### src/rtl/throw_trajectory_pkg.sv
// Shared screen geometry, timing defaults and types for the projectile flight.
package variable_pkg;

  localparam int DEF_SCREEN_W    = 1024;
  localparam int DEF_GROUND_Y    = 700;
  localparam int DEF_X_CAT_START = 100;
  localparam int DEF_X_DOG_START = 900;
  localparam int DEF_Y_START     = 600;
  localparam int DEF_VY_BASE     = 8;
  localparam int DEF_STEP_CYCLES = 1000000;
  localparam int DEF_TGT_X_CAT   = 80;
  localparam int DEF_TGT_X_DOG   = 880;
  localparam int DEF_TGT_Y       = 560;
  localparam int DEF_TGT_W       = 40;
  localparam int DEF_TGT_H       = 60;

  typedef enum logic [1:0] {IDLE, FLY, DONE, RELEASE} state_t;

  typedef logic signed [12:0] coord_t;

endpackage

### src/rtl/throw_trajectory_step_tick.sv
// Physics step timer: counts 0..CYCLES-1 while enabled and flags the last count.
module step_tick #(
  parameter int CYCLES = 4
) (
  input  logic clk60MHz,
  input  logic rst,
  input  logic en,
  input  logic clr,
  output logic tick
);

  localparam int W = (CYCLES > 1) ? $clog2(CYCLES) : 1;
  localparam logic [W-1:0] LAST = W'(CYCLES - 1);

  logic [W-1:0] cnt_q, cnt_d;

  always_comb begin
    cnt_d = cnt_q;
    if (clr)
      cnt_d = '0;
    else if (en)
      cnt_d = (cnt_q == LAST) ? '0 : cnt_q + 1'b1;
  end

  always_ff @(posedge clk60MHz) begin
    if (rst) cnt_q <= '0;
    else     cnt_q <= cnt_d;
  end

  assign tick = en && (cnt_q == LAST);

endmodule

### src/rtl/throw_trajectory.sv
// Projectile flight controller for the throw handshake; optional crosswind
// input is enabled with THROW_TRAJECTORY_WIND_EN.
module throw_trajectory
  import variable_pkg::*;
#(
  parameter int X_CAT_START = DEF_X_CAT_START,
  parameter int X_DOG_START = DEF_X_DOG_START,
  parameter int Y_START     = DEF_Y_START,
  parameter int GROUND_Y    = DEF_GROUND_Y,
  parameter int SCREEN_W    = DEF_SCREEN_W,
  parameter int VY_BASE     = DEF_VY_BASE,
  parameter int STEP_CYCLES = DEF_STEP_CYCLES,
  parameter int TGT_X_CAT   = DEF_TGT_X_CAT,
  parameter int TGT_X_DOG   = DEF_TGT_X_DOG,
  parameter int TGT_Y       = DEF_TGT_Y,
  parameter int TGT_W       = DEF_TGT_W,
  parameter int TGT_H       = DEF_TGT_H
) (
  input  logic        clk60MHz,
  input  logic        rst,
  input  logic        throw_flag,
  input  logic [3:0]  power,
  input  logic        current_player,
`ifdef THROW_TRAJECTORY_WIND_EN
  input  logic [3:0]  wind,
`endif
  output logic        end_throw,
  output logic [11:0] xpos,
  output logic [11:0] ypos,
  output logic        visible,
  output logic        hit,
  output logic        busy
);

  // state   | meaning
  // IDLE    | waiting for throw_flag
  // FLY     | projectile moving, one physics step per tick
  // DONE    | flight over, end_throw pulses
  // RELEASE | waiting for the meter to drop throw_flag

  localparam coord_t X_CAT_C     = coord_t'(X_CAT_START);
  localparam coord_t X_DOG_C     = coord_t'(X_DOG_START);
  localparam coord_t Y_START_C   = coord_t'(Y_START);
  localparam coord_t GROUND_C    = coord_t'(GROUND_Y);
  localparam coord_t X_MAX_C     = coord_t'(SCREEN_W - 1);
  localparam coord_t TGT_X_CAT_C = coord_t'(TGT_X_CAT);
  localparam coord_t TGT_X_DOG_C = coord_t'(TGT_X_DOG);
  localparam coord_t TGT_W_M1    = coord_t'(TGT_W - 1);
  localparam coord_t TGT_Y_C     = coord_t'(TGT_Y);
  localparam coord_t TGT_Y_MAX_C = coord_t'(TGT_Y + TGT_H - 1);
  localparam logic signed [7:0] VY_MIN = -8'sd64;

  state_t            state_q, state_d;
  logic              dir_q, dir_d;
  logic [4:0]        vx_q, vx_d;
  logic signed [7:0] vy_q, vy_d;
  coord_t            x_q, x_d, y_q, y_d;
  logic              hit_q, hit_d, visible_q, visible_d;
  logic              end_throw_q, end_throw_d, busy_q, busy_d;
  logic [11:0]       xpos_q, xpos_d, ypos_q, ypos_d;

  logic   launch, tick, in_box, off_field;
  coord_t vx_ext, vy_ext, wind_ext, x_move, x_step, y_step, tgt_x;

`ifdef THROW_TRAJECTORY_WIND_EN
  logic [3:0] wind_q, wind_d;

  always_comb begin
    wind_d = launch ? wind : wind_q;
  end

  always_ff @(posedge clk60MHz) begin
    if (rst) wind_q <= '0;
    else     wind_q <= wind_d;
  end

  assign wind_ext = {{9{wind_q[3]}}, wind_q};
`else
  assign wind_ext = '0;
`endif

  step_tick #(.CYCLES(STEP_CYCLES)) u_step_tick (
    .clk60MHz (clk60MHz),
    .rst      (rst),
    .en       (state_q == FLY),
    .clr      (launch),
    .tick     (tick)
  );

  assign vx_ext    = {8'b0, vx_q};
  assign vy_ext    = {{5{vy_q[7]}}, vy_q};
  assign x_move    = dir_q ? (x_q - vx_ext) : (x_q + vx_ext);
  assign x_step    = x_move + wind_ext;
  assign y_step    = y_q - vy_ext;
  // A cat throw (dir=0) aims at the dog box and vice versa.
  assign tgt_x     = dir_q ? TGT_X_CAT_C : TGT_X_DOG_C;
  assign in_box    = (x_step >= tgt_x) && (x_step <= tgt_x + TGT_W_M1) &&
                     (y_step >= TGT_Y_C) && (y_step <= TGT_Y_MAX_C);
  assign off_field = (y_step >= GROUND_C) || (x_step < 13'sd0) || (x_step > X_MAX_C);

  always_comb begin
    state_d     = state_q;
    dir_d       = dir_q;
    vx_d        = vx_q;
    vy_d        = vy_q;
    x_d         = x_q;
    y_d         = y_q;
    hit_d       = hit_q;
    visible_d   = visible_q;
    end_throw_d = 1'b0;
    busy_d      = busy_q;
    xpos_d      = xpos_q;
    ypos_d      = ypos_q;
    launch      = 1'b0;
    case (state_q)
      IDLE: begin
        if (throw_flag) begin
          launch    = 1'b1;
          dir_d     = current_player;
          vx_d      = 5'(power) + 5'd1;
          vy_d      = 8'(VY_BASE + int'(power));
          x_d       = current_player ? X_DOG_C : X_CAT_C;
          y_d       = Y_START_C;
          hit_d     = 1'b0;
          visible_d = 1'b1;
          busy_d    = 1'b1;
          xpos_d    = x_d[11:0];
          ypos_d    = y_d[11:0];
          state_d   = FLY;
        end
      end
      FLY: begin
        if (tick) begin
          x_d    = x_step;
          y_d    = y_step;
          vy_d   = (vy_q == VY_MIN) ? VY_MIN : vy_q - 8'sd1;
          xpos_d = x_step[11:0];
          ypos_d = y_step[11:0];
          if (in_box || off_field) begin
            hit_d       = in_box;
            visible_d   = 1'b0;
            end_throw_d = 1'b1;
            state_d     = DONE;
          end
        end
      end
      DONE: state_d = RELEASE;
      RELEASE: begin
        if (!throw_flag) begin
          busy_d  = 1'b0;
          state_d = IDLE;
        end
      end
      default: state_d = IDLE;
    endcase
  end

  always_ff @(posedge clk60MHz) begin
    if (rst) begin
      state_q     <= IDLE;
      dir_q       <= 1'b0;
      vx_q        <= '0;
      vy_q        <= '0;
      x_q         <= '0;
      y_q         <= '0;
      hit_q       <= 1'b0;
      visible_q   <= 1'b0;
      end_throw_q <= 1'b0;
      busy_q      <= 1'b0;
      xpos_q      <= '0;
      ypos_q      <= '0;
    end else begin
      state_q     <= state_d;
      dir_q       <= dir_d;
      vx_q        <= vx_d;
      vy_q        <= vy_d;
      x_q         <= x_d;
      y_q         <= y_d;
      hit_q       <= hit_d;
      visible_q   <= visible_d;
      end_throw_q <= end_throw_d;
      busy_q      <= busy_d;
      xpos_q      <= xpos_d;
      ypos_q      <= ypos_d;
    end
  end

  assign end_throw = end_throw_q;
  assign xpos      = xpos_q;
  assign ypos      = ypos_q;
  assign visible   = visible_q;
  assign hit       = hit_q;
  assign busy      = busy_q;

endmodule

### config.mk
export PLATFORM = sky130hd
export DESIGN_NAME = throw_trajectory
export DESIGN_NICKNAME = d
export VERILOG_FILES = /design/src/rtl/throw_trajectory_pkg.sv /design/src/rtl/throw_trajectory_step_tick.sv /design/src/rtl/throw_trajectory.sv
export SDC_FILE = /design/constraint.sdc
export NUM_CORES = 1
export LEC_CHECK = 0
export ABC_AREA = 1
export CORE_MARGIN = 4
export CORE_UTILIZATION = 50
export DETAILED_ROUTE_END_ITERATION = 8
export PLACE_DENSITY = 0.68
export RECOVER_POWER = 100
export SYNTH_ARGS = -nofsm -noshare
export SYNTH_HDL_FRONTEND = slang
export SYNTH_SLANG_ARGS = --single-unit
### constraint.sdc
create_clock -name clk60MHz -period 3.3 [get_ports clk60MHz]
set_input_delay 0.495 -clock clk60MHz [delete_from_list [all_inputs] [get_ports clk60MHz]]
set_output_delay 0.495 -clock clk60MHz [all_outputs]
set_load 0.01 [all_outputs]
==> out/results.txt <==
The warning count from the yosys run is 0, and the area of the core is 0.00986 mm^2. Total global routing track utilization: 23.3%. The power density relative to cell area is 1050 mW/mm^2. For the worst-skew pair, the clock arrives at the later sink with an insertion delay of 0.34 ns.

The initial standard-cell utilization of the core is 51.9%. In this run the cell area measured after placement is 0.00579 mm^2. The via density per instance works out to 5.19. The analysis attributes to cell leakage a power of 2.87 nW. Counting along the longest clock path gives a buffer depth of 2. Once layout is done, the placed cells without fillers occupy 0.00601 mm^2.

The filler cells instantiated in the layout total 937. For the pin with the worst max-slew slack, the measured transition is 0.654 ns. For the worst setup slack after layout, the log shows -0.425 ns. 36 I/O pins were placed. The repair_antennas step left the layout with diodes totalling 0.

The run gives 0 as the initial antenna violation count. STA classifies the critical path startpoint as a flop. Data arrival time of the worst path: 3.96 ns.

The power spent charging and discharging nets came out at 0.00321 W. The initialized floorplan defines 36 standard-cell rows. The die covers 0.0119 mm^2. The final critical path takes up 113% of the cycle.

Yosys mapped a number of flops with a built-in enable equal to 0. Counting distinct cell types in the post-synthesis netlist gives 45. The run gives 66 as the CTS sink count. For this block, the routed nets add up to 13100 um of wire.

The pre-antenna-repair detailed-routing pass consisted of 5 iterations. At the end of the flow the core is filled with cells to 60.9%. For the maximum number of pins on one net before global-route repair, the log shows 31. TritonCTS built the clock tree.

The net count of the finished layout is 896. The final reports fail on setup timing. Clock skew on the completed layout was measured at 0.00996 ns.

The die is 109 um tall. Routability-driven placement finished with a final weighted congestion of 0.882. Multi-input gate area in the final layout: 0.00314 mm^2. The share of the Yosys chip area taken by registers is 25.8%. Category of the most critical setup path: flop to flop. Nature of the critical path endpoint: a flop. For this run, the top clock speed supported by timing is 268 MHz.

Counting flops with an async set or reset pin after synthesis yields a share of 0%. Worst slew margin relative to its limit: 56.4%. The predominant post-synthesis flop cell is sky130_fd_sc_hd__dfxtp_1. The mean post-synth cell area is 6.51 um^2, and the clock network power share is 10.7%.

The number of global-route vias before repair was 4902; the sum of negative setup slack was -1.95 ns. The routed layout has 5100 vias. The clock transition at the registers of the reported paths was 0.08 ns.

The run gives 0 as the number of pins with negative max-slew slack in the final report. The depth of the CTS H-tree is 3. The worst ir drop on vdd was 391 uV.

The count of hold-fix buffers inserted at cts was 0. The synthesized design contains 66 register bits. From synthesis to final layout, the design area changed by 17.4%.

Setup repair after global routing could not meet its margin everywhere. The share of total power dissipated in sequential elements is 16.5%. Once detail routing completed, the nets flagged for antenna violations numbered 0. The cell at the slowest stage of the critical path is sky130_fd_sc_hd__dfxtp_2. Detailed placement ended at an HPWL of 10100 um. The final hold slack was 0.478 ns; the net switching fraction of the power was 50.7%. The flow ran to the end, but the final reports show violations. Counting stages on the worst path, the most repeated cell is sky130_fd_sc_hd__nand2_1. The cell count after synthesis came out at 786.

For the number of CTS-inserted buffers, the log shows 9. In the final routed layout, each cell accounts on average for 13.3 um. The clock root buffer was sky130_fd_sc_hd__clkbuf_8. Setup violations remaining at the end of the flow were counted as 5. For this block, the initial DRC count from the detailed router was 313.

For this run, the slowest stage of the critical path takes 0.32 ns. The global-route wire length before repair is 22300 um, and the share of layout cells above drive strength 1 is 13.6%. The width of the die works out to 109 um. The port buffer count is 35. The max-capacitance violation count was 0; the number of nets in the synthesized netlist was 836.

The shortest clock period the worst path allows after layout works out to 3.73 ns. Of the total power, combinational logic draws 72.8%. Number of hold-slack violations in the final timing report: 0. Prior to clock tree synthesis, the placed netlist has a worst setup slack of -0.454 ns. Cell internal power dissipation: 0.00312 W.

Registers take 0.00132 mm^2. In the routed design, unresolved DRC markers number 0. Of all nets on the critical path, the largest fanout is 5. In this run the worst hold path is classified as flop to flop.

The run gives 0.00512 mm^2 as the post-synth design cell area. The tools report the critical path required time as 3.54 ns. The remaining global-route overflow came out at 0.
final cells by class:
class                   count  area share (%)
clock buffers              12            2.42
clock inverters             3           0.666
inverters                 124            7.75
multi-input cells         560            52.3
flip-flops and latches     66            22.0
well taps                 133            2.77
repair buffers             85            12.0
per-layer routing:
layer	up-vias	global-route usage [%]	part of all wire, %
met5	-	0	0
met4	0	7.39	1.6
met3	21	2.96	3.7
met2	104	39.3	47
met1	2321	30.9	48
li1	2654	-	-
layout by cell type, fill, tap and decap left out, types with 6 or more instances in the layout:
cell type,synthesis,layout
sky130_fd_sc_hd__nand2_1,210,204
sky130_fd_sc_hd__inv_1,117,113
sky130_fd_sc_hd__dfxtp_1,66,64
sky130_fd_sc_hd__a21oi_1,58,59
sky130_fd_sc_hd__nor2_1,55,58
sky130_fd_sc_hd__buf_4,24,49
sky130_fd_sc_hd__nand3_1,45,45
sky130_fd_sc_hd__ha_1,40,38
sky130_fd_sc_hd__dlygate4sd3_1,0,30
sky130_fd_sc_hd__o21ai_0,21,19
sky130_fd_sc_hd__nor3_1,16,19
sky130_fd_sc_hd__nand4_1,14,14
sky130_fd_sc_hd__xor2_1,13,13
sky130_fd_sc_hd__nand2_2,7,12
sky130_fd_sc_hd__clkbuf_8,0,10
sky130_fd_sc_hd__inv_2,6,9
sky130_fd_sc_hd__a21oi_2,8,7
sky130_fd_sc_hd__o22ai_1,6,6
sky130_fd_sc_hd__a211oi_1,7,6
cell families (layout without fill, tap and decap cells):
family | Yosys count | count (layout) | synth area share (%)
buffers and inverters | 160 | 224 | 13.7
XOR/XNOR | 16 | 16 | 2.74
AO/OA/AOI/OAI | 115 | 115 | 13.0
AND/OR/NAND/NOR | 387 | 387 | 34.2
adder cells (fa/ha/maj) | 42 | 42 | 10.6
flip-flops | 66 | 66 | 25.8
power groups by stage:
stage	Sequential [W]	Clock, W	Combinational (W)
floorplan	0.00103	0	0.00317
global placement	0.00105	0	0.00438
detailed placement	0.00106	0	0.00446
CTS	0.00104	0.000688	0.00453
global route	0.00106	0.000730	0.00522
finish	0.00104	0.000679	0.00460
cell usage after synthesis, types with 2 or more instances:
cell type / instances / area share (%)
sky130_fd_sc_hd__inv_2: 6 / 0.44
sky130_fd_sc_hd__o21ai_0: 21 / 2.1
sky130_fd_sc_hd__inv_1: 117 / 8.6
sky130_fd_sc_hd__nand3b_1: 2 / 0.29
sky130_fd_sc_hd__nor2_1: 55 / 4.0
sky130_fd_sc_hd__nand3_1: 45 / 4.4
sky130_fd_sc_hd__buf_2: 7 / 0.68
sky130_fd_sc_hd__nand2_2: 7 / 0.86
sky130_fd_sc_hd__nand2_1: 210 / 15
sky130_fd_sc_hd__a31oi_1: 4 / 0.49
sky130_fd_sc_hd__nor2_4: 2 / 0.44
sky130_fd_sc_hd__o21a_1: 3 / 0.44
sky130_fd_sc_hd__a211oi_1: 7 / 1.0
sky130_fd_sc_hd__o211ai_1: 2 / 0.29
sky130_fd_sc_hd__nand4_1: 14 / 1.7
sky130_fd_sc_hd__or2_2: 4 / 0.49
sky130_fd_sc_hd__ha_1: 40 / 9.8
sky130_fd_sc_hd__nor3_1: 16 / 1.6
sky130_fd_sc_hd__buf_4: 24 / 3.5
sky130_fd_sc_hd__dfxtp_1: 66 / 26
sky130_fd_sc_hd__nor3b_1: 6 / 0.88
sky130_fd_sc_hd__xnor2_1: 3 / 0.51
sky130_fd_sc_hd__nor2_2: 7 / 0.86
sky130_fd_sc_hd__o22ai_1: 6 / 0.73
sky130_fd_sc_hd__nand3_2: 4 / 0.78
sky130_fd_sc_hd__clkbuf_1: 4 / 0.29
sky130_fd_sc_hd__nor4_1: 5 / 0.61
sky130_fd_sc_hd__fa_1: 2 / 0.78
sky130_fd_sc_hd__o21bai_1: 2 / 0.29
sky130_fd_sc_hd__or2_1: 2 / 0.24
sky130_fd_sc_hd__a21oi_1: 58 / 5.7
sky130_fd_sc_hd__xor2_1: 13 / 2.2
sky130_fd_sc_hd__a21oi_2: 8 / 1.4
sky130_fd_sc_hd__nor3_2: 3 / 0.59
sequential cells by signal (all words and copies together), names as in the netlist, 2 cells and up:
| signal | flops |
|---|---|
| u_step_tick.cnt_q | 20 |
| vx_q | 5 |
| x_q | 13 |
| vy_q | 8 |
| y_q | 13 |
| state_q | 2 |
critical path: cells and delay by family, from the launching register on:
kind	cells	cell delay (ns)
AOI/OAI and AO/OA	4	0.53
and+or+nand+nor	14	1.40
buffers and inverters	6	0.51
adders and majority gates	3	0.70
xor gates and xnor gates	1	0.15
DFF	1	0.32
stage by stage:
stage | instances | total power, W
CTS | 981 | 0.00626
global route | 983 | 0.00701
finish | 983 | 0.00633
detailed placement | 965 | 0.00552
global placement | 965 | 0.00544
floorplan | 786 | 0.00420
repair_timing:
action,in CTS,in global routing
endpoints found under the setup margin,5,5
gates resized for setup,6,7
pin swaps,21,1
setup buffers,1,2
path summary, 6_finish.rpt:
kind / start / to / slack [ns] / cells past startpoint
hold reg to reg: y_q[7]$_SDFFE_PP0P_ / y_q[7]$_SDFFE_PP0P_ / 0.48 / 2
hold / removal: y_q[7]$_SDFFE_PP0P_ / y_q[7]$_SDFFE_PP0P_ / 0.48 / 2
setup reg to reg: vx_q[0]$_SDFFE_PP0P_ / state_q[0]$_SDFFE_PP0P_ / -0.43 / 28
setup / recovery: vx_q[0]$_SDFFE_PP0P_ / state_q[0]$_SDFFE_PP0P_ / -0.43 / 28
No activity file was read; power rests on OpenSTA's default activity.
